**src/rtl/score_bcd_accum_pkg.sv**
```systemverilog
// Shared types and constants for the BCD score accumulator.
package score_bcd_accum_pkg;

  localparam int unsigned DIGIT_W = 4;
  localparam int unsigned NDIGITS = 4;

  localparam logic [15:0] PTS1_DEF = 16'h0040;
  localparam logic [15:0] PTS2_DEF = 16'h0100;
  localparam logic [15:0] PTS3_DEF = 16'h0300;
  localparam logic [15:0] PTS4_DEF = 16'h1200;

  typedef enum logic [1:0] {
    IDLE,
    ADD,
    COMMIT
  } state_t;

endpackage

```
**src/rtl/score_bcd_accum_digit_add.sv**
```systemverilog
// Single-digit BCD adder with carry; shared across all digits of the score.
module bcd_digit_add
  import score_bcd_accum_pkg::*;
(
  input  logic [DIGIT_W-1:0] a,
  input  logic [DIGIT_W-1:0] b,
  input  logic               cin,
  output logic [DIGIT_W-1:0] sum,
  output logic               cout
);

  logic [DIGIT_W:0] raw;
  logic [DIGIT_W:0] adj;

  always_comb begin
    raw  = {1'b0, a} + {1'b0, b} + {{DIGIT_W{1'b0}}, cin};
    adj  = raw - (DIGIT_W + 1)'(10);
    sum  = raw[DIGIT_W-1:0];
    cout = 1'b0;
    if (raw > (DIGIT_W + 1)'(9)) begin
      sum  = adj[DIGIT_W-1:0];
      cout = 1'b1;
    end
  end

endmodule

```
**src/rtl/score_bcd_accum.sv**
```systemverilog
// 4-digit BCD score keeper: adds line-clear points digit-serially, commits
// the whole result at once and saturates at 9999.
module score_bcd_accum
  import score_bcd_accum_pkg::*;
#(
  parameter logic [15:0] PTS1 = PTS1_DEF,
  parameter logic [15:0] PTS2 = PTS2_DEF,
  parameter logic [15:0] PTS3 = PTS3_DEF,
  parameter logic [15:0] PTS4 = PTS4_DEF
) (
  input  logic       clk,
  input  logic       rst_n,
  input  logic       clr,
  input  logic       line_valid,
  input  logic [2:0] line_cnt,
  output logic       line_ready,
  output logic [3:0] s4,
  output logic [3:0] s3,
  output logic [3:0] s2,
  output logic [3:0] s1,
  output logic       sat
);

  localparam int unsigned SCORE_W = DIGIT_W * NDIGITS;

  state_t               state, state_nxt;
  logic [1:0]           idx;
  logic [SCORE_W-1:0]   work;
  logic [SCORE_W-1:0]   addend;
  logic [SCORE_W-1:0]   score;
  logic [SCORE_W-1:0]   table_pts;
  logic                 carry;
  logic                 sat_r;
  logic                 accept;
  logic [DIGIT_W-1:0]   dig_a, dig_b, dig_sum;
  logic                 dig_cout;

  assign line_ready = (state == IDLE);
  assign accept     = line_valid & line_ready & ~clr;

  always_comb begin
    table_pts = '0;
    case (line_cnt)
      3'd1:    table_pts = PTS1;
      3'd2:    table_pts = PTS2;
      3'd3:    table_pts = PTS3;
      3'd4:    table_pts = PTS4;
      default: table_pts = '0;
    endcase
  end

  // One adder, steered to the current digit by idx.
  assign dig_a = work[{idx, 2'b00} +: DIGIT_W];
  assign dig_b = addend[{idx, 2'b00} +: DIGIT_W];

  bcd_digit_add u_digit_add (
    .a    (dig_a),
    .b    (dig_b),
    .cin  (carry),
    .sum  (dig_sum),
    .cout (dig_cout)
  );

  always_ff @(posedge clk or negedge rst_n) begin
    if (!rst_n) state <= IDLE;
    else        state <= state_nxt;
  end

  always_comb begin
    state_nxt = state;
    if (clr) begin
      state_nxt = IDLE;
    end else begin
      case (state)
        IDLE:    if (accept) state_nxt = ADD;
        ADD:     if (idx == 2'd3) state_nxt = COMMIT;
        COMMIT:  state_nxt = IDLE;
        default: state_nxt = IDLE;
      endcase
    end
  end

  // Committed score only changes in COMMIT (or clr), so the display never
  // sees a partially added value.
  always_ff @(posedge clk or negedge rst_n) begin
    if (!rst_n) begin
      idx    <= '0;
      work   <= '0;
      addend <= '0;
      carry  <= 1'b0;
      score  <= '0;
      sat_r  <= 1'b0;
    end else if (clr) begin
      idx    <= '0;
      carry  <= 1'b0;
      score  <= '0;
      sat_r  <= 1'b0;
    end else begin
      case (state)
        IDLE: begin
          if (accept) begin
            addend <= table_pts;
            work   <= score;
            carry  <= 1'b0;
            idx    <= '0;
          end
        end
        ADD: begin
          work[{idx, 2'b00} +: DIGIT_W] <= dig_sum;
          carry <= dig_cout;
          idx   <= idx + 2'd1;
        end
        COMMIT: begin
          if (carry) begin
            score <= {NDIGITS{4'd9}};
            sat_r <= 1'b1;
          end else begin
            score <= work;
          end
        end
        default: ;
      endcase
    end
  end

  assign {s4, s3, s2, s1} = score;
  assign sat              = sat_r;

endmodule
```
**config.mk**
```make
export PLATFORM = sky130hd
export DESIGN_NAME = score_bcd_accum
export DESIGN_NICKNAME = d
export VERILOG_FILES = /design/src/rtl/score_bcd_accum_pkg.sv /design/src/rtl/score_bcd_accum_digit_add.sv /design/src/rtl/score_bcd_accum.sv
export SDC_FILE = /design/constraint.sdc
export NUM_CORES = 1
export LEC_CHECK = 0
export ABC_AREA = 0
export CAP_MARGIN = 20
export CORE_UTILIZATION = 55
export CTS_CLUSTER_DIAMETER = 60
export DETAILED_ROUTE_END_ITERATION = 7
export PLACE_DENSITY = 0.77
export SYNTH_ARGS = -nofsm -noshare
export SYNTH_HDL_FRONTEND = slang
export SYNTH_SLANG_ARGS = --single-unit
```
**constraint.sdc**
```tcl
create_clock -name clk -period 5.65 [get_ports clk]
set_input_delay 0.565 -clock clk [delete_from_list [all_inputs] [get_ports clk]]
set_output_delay 0.565 -clock clk [all_outputs]
set_load 0.05 [all_outputs]
```
* After elaboration in Yosys (flattened, before gate mapping)
Cells that the tools add are included.
** Cells by class
- Bitwise gates (word level) :: 3
- Shift-type cells :: 4
- Add/sub/neg operators :: 5
- $lt $le $gt $ge :: 1
- Mux-type cells :: 22
- Eq/ne operators :: 10
- Reduce and logical (&&, ||, !) cells :: 10
** Operators with widths (number)
- $mux 16 :: 4
- $pmux 13 s4 :: 1
- $pmux 16 s2 :: 1
- $shiftx 16x5->4 :: 2
- $bwmux 16 :: 1
- $shift 4x6->16 const A :: 1
- $shiftx 4x6->16 :: 1
- $mux 2 :: 5
- $pmux 2 s2 :: 2
- $eq 3x2->1 const B :: 2
- $mux 1 :: 6
- $neg 4->6 :: 1
- $reduce_and 2->1 :: 3
- $reduce_and 3->1 :: 2
- $reduce_bool 2->1 :: 3
- $add 4x4->5 :: 1
- $add 5x1->5 :: 1
- $gt 5x4->1 const B :: 1
- $eq 2x2->1 const B :: 2
- $mux 4 :: 1
- $sub 4x4->4 const B :: 1
- $eq 3x1->1 const B :: 1
- $eq 3x3->1 const B :: 1
- $ne 3x2->1 const B :: 1
- other kinds (9) :: 10
** Word-level totals
- Bits of input ports :: 7
- Output and inout port bits :: 18
- Register bits :: 54

* Depth between registers and ports, before layout
Gate-level depths: netlist of the first run.
- Depth in word-level cells :: 8
- Gate-level depth with buffers :: 14
- Mapped depth without buffers :: 13

* Modules after synthesis
From an unflattened synthesis of the first run, not the netlist that was laid out.
** Second synthesis, totals
- Cell total of the unflattened synthesis :: 245
- Area total of the unflattened synthesis :: 2443.6 um^2
** Modules (own cells, without submodules)
- score_bcd_accum :: area an instance 2232.1 um^2, times used 1, sequential area each 1051.0 um^2, cells an instance 223
- bcd_digit_add :: area an instance 211.5 um^2, times used 1, sequential area each 0.0 um^2, cells an instance 22

* Worst setup path before layout of the first run
Ideal clock, no wire load.
- Path type :: register to register
- Start point :: register idx[0]
- End point :: register work[15]
- Arrival :: 3.159 ns
- Clock period less this slack :: 3.305 ns
- Library setup time :: 0.146 ns
- Required time :: 5.504 ns
- Cell stages (with the launch flop) :: 15
- Path slack :: 2.345 ns
- Path through :: dfrtp_1 buf_6 mux4_1 inv_1 fa_1 inv_1 fa_1 xor2_1 inv_1 ha_1 nand2_1 o31ai_1 or3_1 nand3_2 o221ai_1
** Between the ends
- Word-level cells in the longest chain between the ends :: 8
** RTL lines
- start, declared :: RTL line score_bcd_accum.sv:27 : logic [1:0] idx;
- start signal, assigned :: RTL line score_bcd_accum.sv:111 : idx <= idx + 2'd1;
- $shiftx 16x5->4, on equally long branches :: RTL line score_bcd_accum.sv:53, score_bcd_accum.sv:54
- $add 4x4->5 :: RTL line score_bcd_accum_digit_add.sv:16 : raw = {1'b0, a} + {1'b0, b} + {{DIGIT_W{1'b0}}, cin};
- $add 5x1->5 :: RTL line score_bcd_accum_digit_add.sv:16
- $sub 4x4->4 / $gt 5x4->1 (equally long branches) :: RTL line score_bcd_accum_digit_add.sv:17, score_bcd_accum_digit_add.sv:20
- $mux 4 :: RTL line score_bcd_accum_digit_add.sv:20 : if (raw > (DIGIT_W + 1)'(9)) begin
- $shiftx 4x6->16 :: RTL line score_bcd_accum.sv:109 : work[{idx, 2'b00} +: DIGIT_W] <= dig_sum;
- $bwmux 16 * :: RTL line score_bcd_accum.sv:109
- $pmux 16 s2 * :: RTL line score_bcd_accum.sv:99 : case (state)
- end signal, assigned :: RTL line score_bcd_accum.sv:103 : work <= score;
- end signal, assigned by index :: RTL line score_bcd_accum.sv:109
- end, declared :: RTL line score_bcd_accum.sv:28 : logic [SCORE_W-1:0] work;
Mark *: on every way between the ends. The rest lies on a longest branch, timed or not.
A chain may end at the register's enable or synchronous reset.

* Worst setup path after layout of the first run
- Start point :: register idx[0]
- End point :: register work[11]
The elaborated chain is that of the path after synthesis.

==> run_results.csv, run 1 <==
group,metric,value,unit
clock_tree,ctsHoldBuffers,0,
global_route,grt-ovfl-total,0,
sta,setup_ws,1.87,ns
route,routedWlPerCell,17.5,um
clock_tree,cts.clk_slew.worst_paths,0.08,ns
cells_and_area,mostFrequentLayoutCell,"dfrtp_1",
power_and_ir_drop,ir_drop,0.000152,V
sta,tightest_slew,0.949,ns
sta,fin_setup_tns,0,ns
floorplanning,io_pins,25,
yosys,synth_edf_count,0,
cells_and_area,num_antenna_cells,0,
cells_and_area,n_fill_cell,357,
clock_tree,cts_setup_buffers,0,
route,wl,6000,um
yosys,synth_nets,289,
clock_tree,cts_sinks,42,
floorplanning,fp.dieW,69.2,um
sta,max_slew_margin,36.7,%
setup_path,cp-end-kind,"flip-flop",
clock_tree,cts_made_buffers,5,
yosys,synth_seq_cells,42,
cells_and_area,nets,306,
job,drv_cap,0,
yosys,synth.distinct_cells,46,
floorplanning,start_util,57.1,%
route,via_per_inst,6.18,
sta,period_needed,3.78,ns
floorplanning,num_rows,24,
sta,fin_skew,0.00725,ns
setup_path,cp.arrival,3.94,ns
route,drc_errors,0,
yosys,yosysWarnings,0,
outcome,status,"complete, no violations",
route,dr.pass1.iters,4,
sta,slew_viol_final,0,
hold_path,hold_path.class,"primary input to asynchronous set/reset pin",
yosys,synth.avg_cell_area,9.10,um2
global_route,grtUsageTotal,26.6,%
power_and_ir_drop,swShare,32.3,%
sta,rsz0062_at_grt,"no",
setup_path,worstPathRequired,5.81,ns
placed_design,gp_congestion,0.958,
yosys,synth_ff_type,"dfrtp_1",
cells_and_area,syn2layout_area_growth,12.9,%
route,ant_nets,0,
global_route,grt_first_pass_wirelength,10100,um
clock_tree,cts-resized-gates,0,
sta,hold_viol_final,0,
setup_path,start_kind,"flip-flop",
placed_design,place_hpwl,4310,um
clock_tree,clock_path_buffers,2,
sta,fin_crit_sh,67.0,%
yosys,syn_area,0.00248,mm2
clock_tree,root_buffer,"clkbuf_8",
global_route,grt_pass1_vias,2082,
power_and_ir_drop,pwr-share-clk,30.5,%
power_and_ir_drop,power_frac_seq,50.1,%
power_and_ir_drop,p_leak,1.16,nW
cells_and_area,drive_gt1_share,9.62,%
yosys,synthCells,273,
placed_design,dp.cells,335,
cells_and_area,final_cell_mix,"dfrtp_1 (42), nand2_1 (33), a21oi_1 (28)",
placed_design,portBuffers,24,
route,drt_iter0_drc,152,
cells_and_area,instances_no_fill,343,
yosys,async_reset_ff_share,100,%
floorplanning,die_area,0.00479,mm2
sta,fmax,0.264,GHz
setup_path,crit_type,"flip-flop to flip-flop",
yosys,synth.top_cell.area_share,42.3,%
yosys,seq_area_frac_synth,42.3,%
power_and_ir_drop,internal_power,0.453,mW
power_and_ir_drop,powerDensity,239,mW/mm2
power_and_ir_drop,comb_power_share,19.5,%
global_route,grt_max_degree,43,
yosys,synthTopCellsByArea,"dfrtp_1 (42%), a21oi_1 (5.6%), nand2_1 (5.0%), nor2_1 (3.8%), nand3_1 (3.6%)",
power_and_ir_drop,power.switching,0.217,mW
floorplanning,fp.coreArea,0.00435,mm2
sta,setup_viol,0,
clock_tree,cts_tree,"yes",
clock_tree,clk_latency,0.30,ns
clock_tree,ctsHtreeMaxLevel,2,
placed_design,place_ws,1.87,ns
global_route,antenna_found_initial,0,
sta,worst_hold_slack,0.407,ns
floorplanning,die_h,69.2,um
setup_path,crit_fanout,12,
route,num_vias,2119,
yosys,yosysTopAreaCell,"dfrtp_1",
-- flip-flops by register name, summed over array words and instances, names as in the netlist --
name	cells
addend	4
carry	1
idx	2
sat	1
score	16
state	2
work	16
-- cell usage after synthesis (2+ instances only) --
master     count
dfrtp_1       42
nand2_1       33
a21oi_1       28
nor2_1        25
inv_1         18
nand3_1       18
o21ai_0       12
clkbuf_1      11
nor3_1         9
ha_1           7
a22oi_1        5
nand2b_1       5
a311oi_1       4
o221ai_1       4
o221ai_2       4
o22ai_1        4
mux4_1         3
nor2b_1        3
nor4_1         3
a31oi_1        2
buf_6          2
fa_1           2
mux2_2         2
nand3_2        2
o2111ai_1      2
o211ai_1       2
or2_2          2
-- metrics by stage --
step                      util [%]  cell area (um2)  power, mW
final                         64.5             2810      0.670
after global routing          64.5             2810      0.694
after CTS                     64.5             2810      0.668
after detailed placement      62.4             2720      0.468
after global placement        62.4             2720      0.464
after floorplan                  -             2480      0.431
-- final cells by class --
cell class / instances / area (um2) / area share (%)
inverter: 18 / 67.6 / 2.41
clock buffer: 5 / 68.8 / 2.45
multi-input combinational: 198 / 1290 / 46.1
tap: 52 / 65.1 / 2.32
clock inverter: 3 / 18.8 / 0.669
timing repair buffer: 25 / 243 / 8.65
sequential: 42 / 1050 / 37.4
-- worst max-delay path, stage by stage (launching register included) --
cell and delay (ns):
dfrtp_1 0.64, mux4_1 0.62, inv_1 0.09, fa_1 0.22
inv_1 0.07, fa_1 0.42, xor2_1 0.33, inv_1 0.11
ha_1 0.26, nand2_1 0.11, o31ai_1 0.14, or3_1 0.39
nand3_2 0.12, o221ai_1 0.11
-- path summary, 6_finish.rpt --
check                           startpoint    endpoint  slack (ns)  cells after the start
worst min-delay path                 rst_n   score[11]        0.41                      1
max in group asynchronous            rst_n       carry        4.66                      1
worst max-delay path                idx[0]    work[11]        1.87                     13
min in group clk                addend[12]  addend[12]        0.50                      2
worst max register to register      idx[0]    work[11]        1.87                     13
worst min register to register  addend[12]  addend[12]        0.50                      2
-- metal layers --
layer	vias to the layer above	track usage, %	routed length [um]
met5	-	0	0
met4	0	10.2	72
met3	6	4.51	323
met2	72	42.2	2860
met1	1022	36.7	2740
li1	1019	-	-
-- power by group through the flow --
stage	clock network (mW)	logic, mW	registers (mW)
6_report	0.204	0.130	0.335
5_1_grt	0.213	0.144	0.337
4_1_cts	0.204	0.129	0.334
3_5_place_dp	0	0.128	0.340
3_3_place_gp	0	0.124	0.340
2_1_floorplan	0	0.0994	0.332
-- cell families after synthesis --
logic type	count (synthesis)	synth area share, %
buffers and inverters	33	5.69
muxes	6	4.98
adders and majority gates	9	5.14
AOI/OAI and AO/OA	72	19.3
and+or+nand+nor	110	22.3
xor gates and xnor gates	1	0.353
DFF	42	42.3
(Power assumes the default switching activity.)
==> run 2, diff against run 1 <==
- clock period: 5.65 -> 3.6 ns (I/O delays scaled with it)
==> run 2 against run 1 <==
Utilization increased by 2.1 points. Cell count increased by 2.3%. Total power increased by 67%. Hold slack got worse by 0.20 ns. Setup slack got worse by 1.6 ns. Sequential power increased by 56%. Wire length increased by 1.3%. Die area unchanged. Non-clock buffer count increased by 8. Clock power increased by 85%. Clock-buffer cell count increased by 1. Global-route usage increased by 0.93 points. Critical endpoint is now work[9]. Largest cell class unchanged. Highest routed layer unchanged.
==> run_results.csv, run 2 (synthesis results as in run 1) <==
group,metric,value,unit
outcome,status,"complete, no violations",
cells_and_area,multi_input_comb_area,0.00130,mm2
floorplanning,io_pins,25,
setup_path,rr_worst_depth,13,
setup_path,path_depth,13,
cells_and_area,reg.largest.list,"score: 16 flops, work: 16 flops, addend: 4 flops",
cells_and_area,instances_no_fill,351,
floorplanning,die_h,69.2,um
clock_tree,cts_sinks,42,
power_and_ir_drop,comb_power_share,19.4,%
placed_design,place_area,0.00278,mm2
global_route,grt-ovfl-total,0,
route,via_per_inst,6.29,
power_and_ir_drop,pwr-share-clk,33.9,%
global_route,grt_first_pass_wirelength,10200,um
setup_path,slowest_delay,0.56,ns
setup_path,cp-end-kind,"flip-flop",
clock_tree,cts.clk_slew.worst_paths,0.08,ns
global_route,grt_max_degree,43,
power_and_ir_drop,power_frac_seq,46.7,%
clock_tree,ctsHtreeMaxLevel,2,
route,wl,6070,um
clock_tree,cts_made_buffers,5,
route,dr.pass1.iters,5,
cells_and_area,drive_gt1_share,12.0,%
floorplanning,num_rows,24,
setup_path,path_cells,"mux4_1 > inv_1 > fa_1 > inv_1 > fa_1 > xor2_2 > inv_1 > ha_1 > nand2_1 > o31ai_1 > nor4b_4 > nor2_1 > a21oi_1",
setup_path,start_kind,"flip-flop",
floorplanning,die_area,0.00479,mm2
route,ant_nets,0,
floorplanning,start_util,57.1,%
setup_path,r2r_slack,0.29,ns
sta,fin_skew,0.00356,ns
cells_and_area,n_fill_cell,355,
cells_and_area,syn2layout_area_growth,16.6,%
clock_tree,cts_tree,"yes",
hold_path,hold_path.class,"primary input to asynchronous set/reset pin",
setup_path,cp.arrival,3.53,ns
sta,hold_viol_final,0,
job,drv_cap,0,
clock_tree,clock_path_buffers,2,
route,drt_iter0_drc,226,
global_route,grt_pass1_vias,2068,
power_and_ir_drop,p_leak,1.20,nW
placed_design,portBuffers,24,
cells_and_area,fin_area,0.00290,mm2
clock_tree,root_buffer,"clkbuf_8",
placed_design,dp.cells,343,
cells_and_area,final_cell_mix,"dfrtp_1 (42), nand2_1 (33), a21oi_1 (28)",
power_and_ir_drop,ir_drop,0.000227,V
sta,fin_setup_tns,0,ns
placed_design,place_hpwl,4410,um
sta,tightest_slew,0.967,ns
sta,max_slew_margin,35.5,%
sta,period_needed,3.31,ns
route,num_vias,2208,
sta,worst_hold_slack,0.205,ns
cells_and_area,num_antenna_cells,0,
cells_and_area,nets,314,
setup_path,crit_fanout,4,
cells_and_area,final_util,66.5,%
cells_and_area,seq_area,0.00105,mm2
global_route,antenna_found_initial,0,
setup_path,crit_family,"adder cells",
global_route,grtUsageTotal,27.5,%
setup_path,worstPathRequired,3.83,ns
clock_tree,cts_setup_buffers,0,
sta,slew_viol_final,0,
route,routedWlPerCell,17.3,um
power_and_ir_drop,swShare,29.4,%
power_and_ir_drop,powerDensity,385,mW/mm2
power_and_ir_drop,power.switching,0.328,mW
setup_path,cpMostUsedCell,"inv_1",
sta,fmax,0.302,GHz
setup_path,critPathBufInv,3,
sta,fin_crit_sh,91.9,%
route,drc_errors,0,
setup_path,crit_type,"flip-flop to flip-flop",
placed_design,gp_congestion,0.974,
setup_path,cp_slowest_cell,"mux4_1",
cells_and_area,mostFrequentLayoutCell,"dfrtp_1",
sta,setup_viol,0,
clock_tree,ctsHoldBuffers,0,
floorplanning,fp.dieW,69.2,um
power_and_ir_drop,internal_power,0.787,mW
clock_tree,clk_latency,0.30,ns
floorplanning,fp.coreArea,0.00435,mm2
run 2: through the flow:
step,total power [mW],worst slack (ns)
final,1.11,0.293
after global routing,1.17,-0.00316
after CTS,1.12,0.207
after detailed placement,0.742,0.215
after global placement,0.735,0.331
after floorplan,0.677,0.295
run 2: metal layers:
| metal | global-route usage, % | vias up | part of all wire [%] |
|---|---|---|---|
| li1 | - | 1024 | - |
| met1 | 38.4 | 1080 | 44 |
| met2 | 42.3 | 88 | 47 |
| met3 | 4.51 | 16 | 5.4 |
| met4 | 12.9 | 0 | 3.1 |
| met5 | 0 | - | 0 |
run 2: final timing paths:
check | from | end
max | idx[0] | work[9]
min in group clk | addend[6] | addend[6]
max reg2reg | idx[0] | work[9]
min | rst_n | score[11]
min reg2reg | addend[6] | addend[6]
max in group asynchronous | rst_n | work[5]
run 2: timing repair:
action,in CTS,in global routing
endpoints found under the hold margin,0,0
setup endpoints to repair,0,11
resized for setup,0,1
run 2: power groups by stage:
stage | logic [mW] | registers [mW] | clock network (mW)
2_1_floorplan | 0.156 | 0.521 | 0
6_report | 0.216 | 0.521 | 0.378
3_5_place_dp | 0.215 | 0.528 | 0
4_1_cts | 0.215 | 0.519 | 0.385
3_3_place_gp | 0.206 | 0.529 | 0
5_1_grt | 0.240 | 0.525 | 0.402
run 2: cell type report:
type | count | share of cell area (%)
clock inverters | 2 | 1.30
inverters | 18 | 2.33
well taps | 52 | 2.25
clock buffers | 6 | 2.51
repair buffers | 33 | 10.5
flip-flops and latches | 42 | 36.3
multi-input cells | 198 | 44.9
==> RTL change (settings of run 2) <==
The 3 states of `state_t` get a one-hot encoding in 3 bits.
--- a/src/rtl/score_bcd_accum_pkg.sv
+++ b/src/rtl/score_bcd_accum_pkg.sv
@@ -10,8 +10,8 @@
   localparam logic [15:0] PTS4_DEF = 16'h1200;
 
-  typedef enum logic [1:0] {
-    IDLE,
-    ADD,
-    COMMIT
+  typedef enum logic [2:0] {
+    IDLE   = 3'b001,
+    ADD    = 3'b010,
+    COMMIT = 3'b100
   } state_t;
 
Function: no difference found for any inputs over 10 cycles, from zero or initial values and one cycle with rst_n low; not proved beyond that.
==> RTL change against run 2 <==
- via count down 5.4%
- power grew 6.4%
- cell area fell by 1.8%
- area after synthesis down 3.8%
- worst setup slack worse by 0.16 ns
- sequential cell count rose by 1
- maximum frequency down 4.7%
- first-iteration DRC count shrank 10%
- non-clock buffer count fell by 1
- sequential power rose by 7.3%
- clock power about the same
- worst hold slack improved by 0.20 ns
- routed wire length down 4.3%
==> RTL change: results (changes against run 2) <==
pre-CTS WS: 0.0816 ns (-0.133 ns)
number of global-route vias before repair: 1946 (-5.9%)
clock skew: 0.0139 ns (+0.0104 ns)
total global-route track usage: 28.6% (+1.0 points)
FILL cells: 327 (-7.9%)
crit path max fanout: 12 (+8)
Peak VDD IR: 278 uV (+22%)
HPWL after DPL: 4110 microns (-6.8%)
Largest regs: score: 16 flops, work: 16 flops, addend: 4 flops
WL per Instance: 17.0 microns (-1.7%)
input/output buffers: 24 (unchanged)
Num CTS Buffers: 5 (unchanged)
FFs w/ async S/R, synth: 100% (unchanged)
share of layout cells above drive strength 1: 11.0% (-1.1 points)
ys flop type: dfrtp_1
Critical Path AT: 3.66 ns (+0.13 ns)
library cells used by synthesis: 49 (+6.5%)
status: finished, final reports clean
CTS H-tree depth: 2 (unchanged)
hold crit path type: input pin to async pin
clk buf depth: 2 (unchanged)
first-iteration detailed-routing DRC count: 203 (-10%)
sequential element share of the synthesized area: 45.1% (+2.8 points)
Post-Syn Nets: 280 (-3.1%)
slew of the pin with the lowest slew margin: 0.982 ns (+0.0154 ns)
initial antenna violation count: 0 (unchanged)
Ant. Diodes: 0 (unchanged)
yosys warns: 0 (unchanged)
First-pass DRT Iterations: 4 (-1)
commonest cells in the netlist: dfrtp_1 (42), nand2_1 (30), a21oi_1 (29)
Layout Nets: 307 (-2.2%)
clk slew on worst S/H paths: 0.09 ns
first-pass GRT wire length: 9490 microns (-7.2%)
clk_lat worst skew: 0.30 ns (about the same)
largest net degree at the start of global routing: 44 (+2.3%)
top cells by area, synth: dfrtp_1 (44%), a21oi_1 (6.1%), nand2_1 (4.7%)
placer congestion estimate: 0.865 (-11%)
clk root buf: clkbuf_8
drt via density: 6.11 (-2.9%)
P_leak: 0.00116 uW (-4.0%)
## RTL change: critical path, stage by stage, from the launching register on
cell,delay (ns)
dfrtp_1,0.40
buf_4,0.19
o21ai_0,0.17
nand2_1,0.09
fa_1,0.39
inv_1,0.08
fa_2,0.45
inv_1,0.14
ha_2,0.23
nand2_1,0.10
o21a_2,0.21
a311o_1,0.37
mux2i_4,0.22
xnor2_2,0.19
o22ai_1,0.13
## RTL change: worst paths after layout
path	cells after the start	slack, ns	end	startpoint
worst max-delay path	14	0.13	work[1]$_DFFE_PN0P_	idx[0]$_DFFE_PN0P_
min in group clk	2	0.52	sat$_DFFE_PN0P_	sat$_DFFE_PN0P_
max in group asynchronous	3	2.78	score[5]$_DFFE_PN0P_	rst_n
worst min-delay path	2	0.41	state[1]$_DFFE_PN0P_	rst_n
worst min register to register	2	0.52	sat$_DFFE_PN0P_	sat$_DFFE_PN0P_
worst max register to register	14	0.13	work[1]$_DFFE_PN0P_	idx[0]$_DFFE_PN0P_
## RTL change: what timing repair did
action	in CTS	in global routing
endpoints found under the setup margin	0	12
gates resized for setup	0	4
setup buffers	0	1
hold buffers	0	1
hold endpoints to repair	0	2
## RTL change: power by group
group / leakage (uW) / switching, uW / internal, uW
combinational: 0.000540 / 144 / 105
sequential: 0.000565 / 35.3 / 523
clock: 0.0000514 / 172 / 207
## RTL change: metrics by stage
step,cell area (sq um),std cells
after floorplan,2390,264
after global placement,2680,331
after detailed placement,2680,331
after CTS,2790,339
after global routing,2850,342
final,2850,342
## RTL change: kinds of logic (layout without fill, tap and decap cells)
kind of cell | count (synthesis) | count (layout) | synth area share, %
flip-flops | 43 | 43 | 45.1
AND/OR/NAND/NOR | 115 | 115 | 23.2
AO/OA/AOI/OAI | 64 | 64 | 15.8
XOR/XNOR | 2 | 2 | 0.733
multiplexers | 8 | 8 | 6.07
adder cells (fa/ha/maj) | 9 | 9 | 5.34
buffers and inverters | 23 | 51 | 3.72
## RTL change: layout make-up
class,count,area (sq um),share of cell area [%]
Clock buffer,6,72.6,2.55
Clock inverter,2,37.5,1.32
Inverter,11,41.3,1.45
Multi-Input combinational cell,198,1240,43.7
Sequential cell,43,1080,37.9
Tap cell,50,62.6,2.20
Timing Repair Buffer,32,310,10.9
## RTL change: routing by layer
layer / track usage, % / routed length [microns]
met3: 5.17 / 381
met5: 0 / 0
met4: 9.64 / 59
met1: 42.1 / 2690
met2: 42.3 / 2690
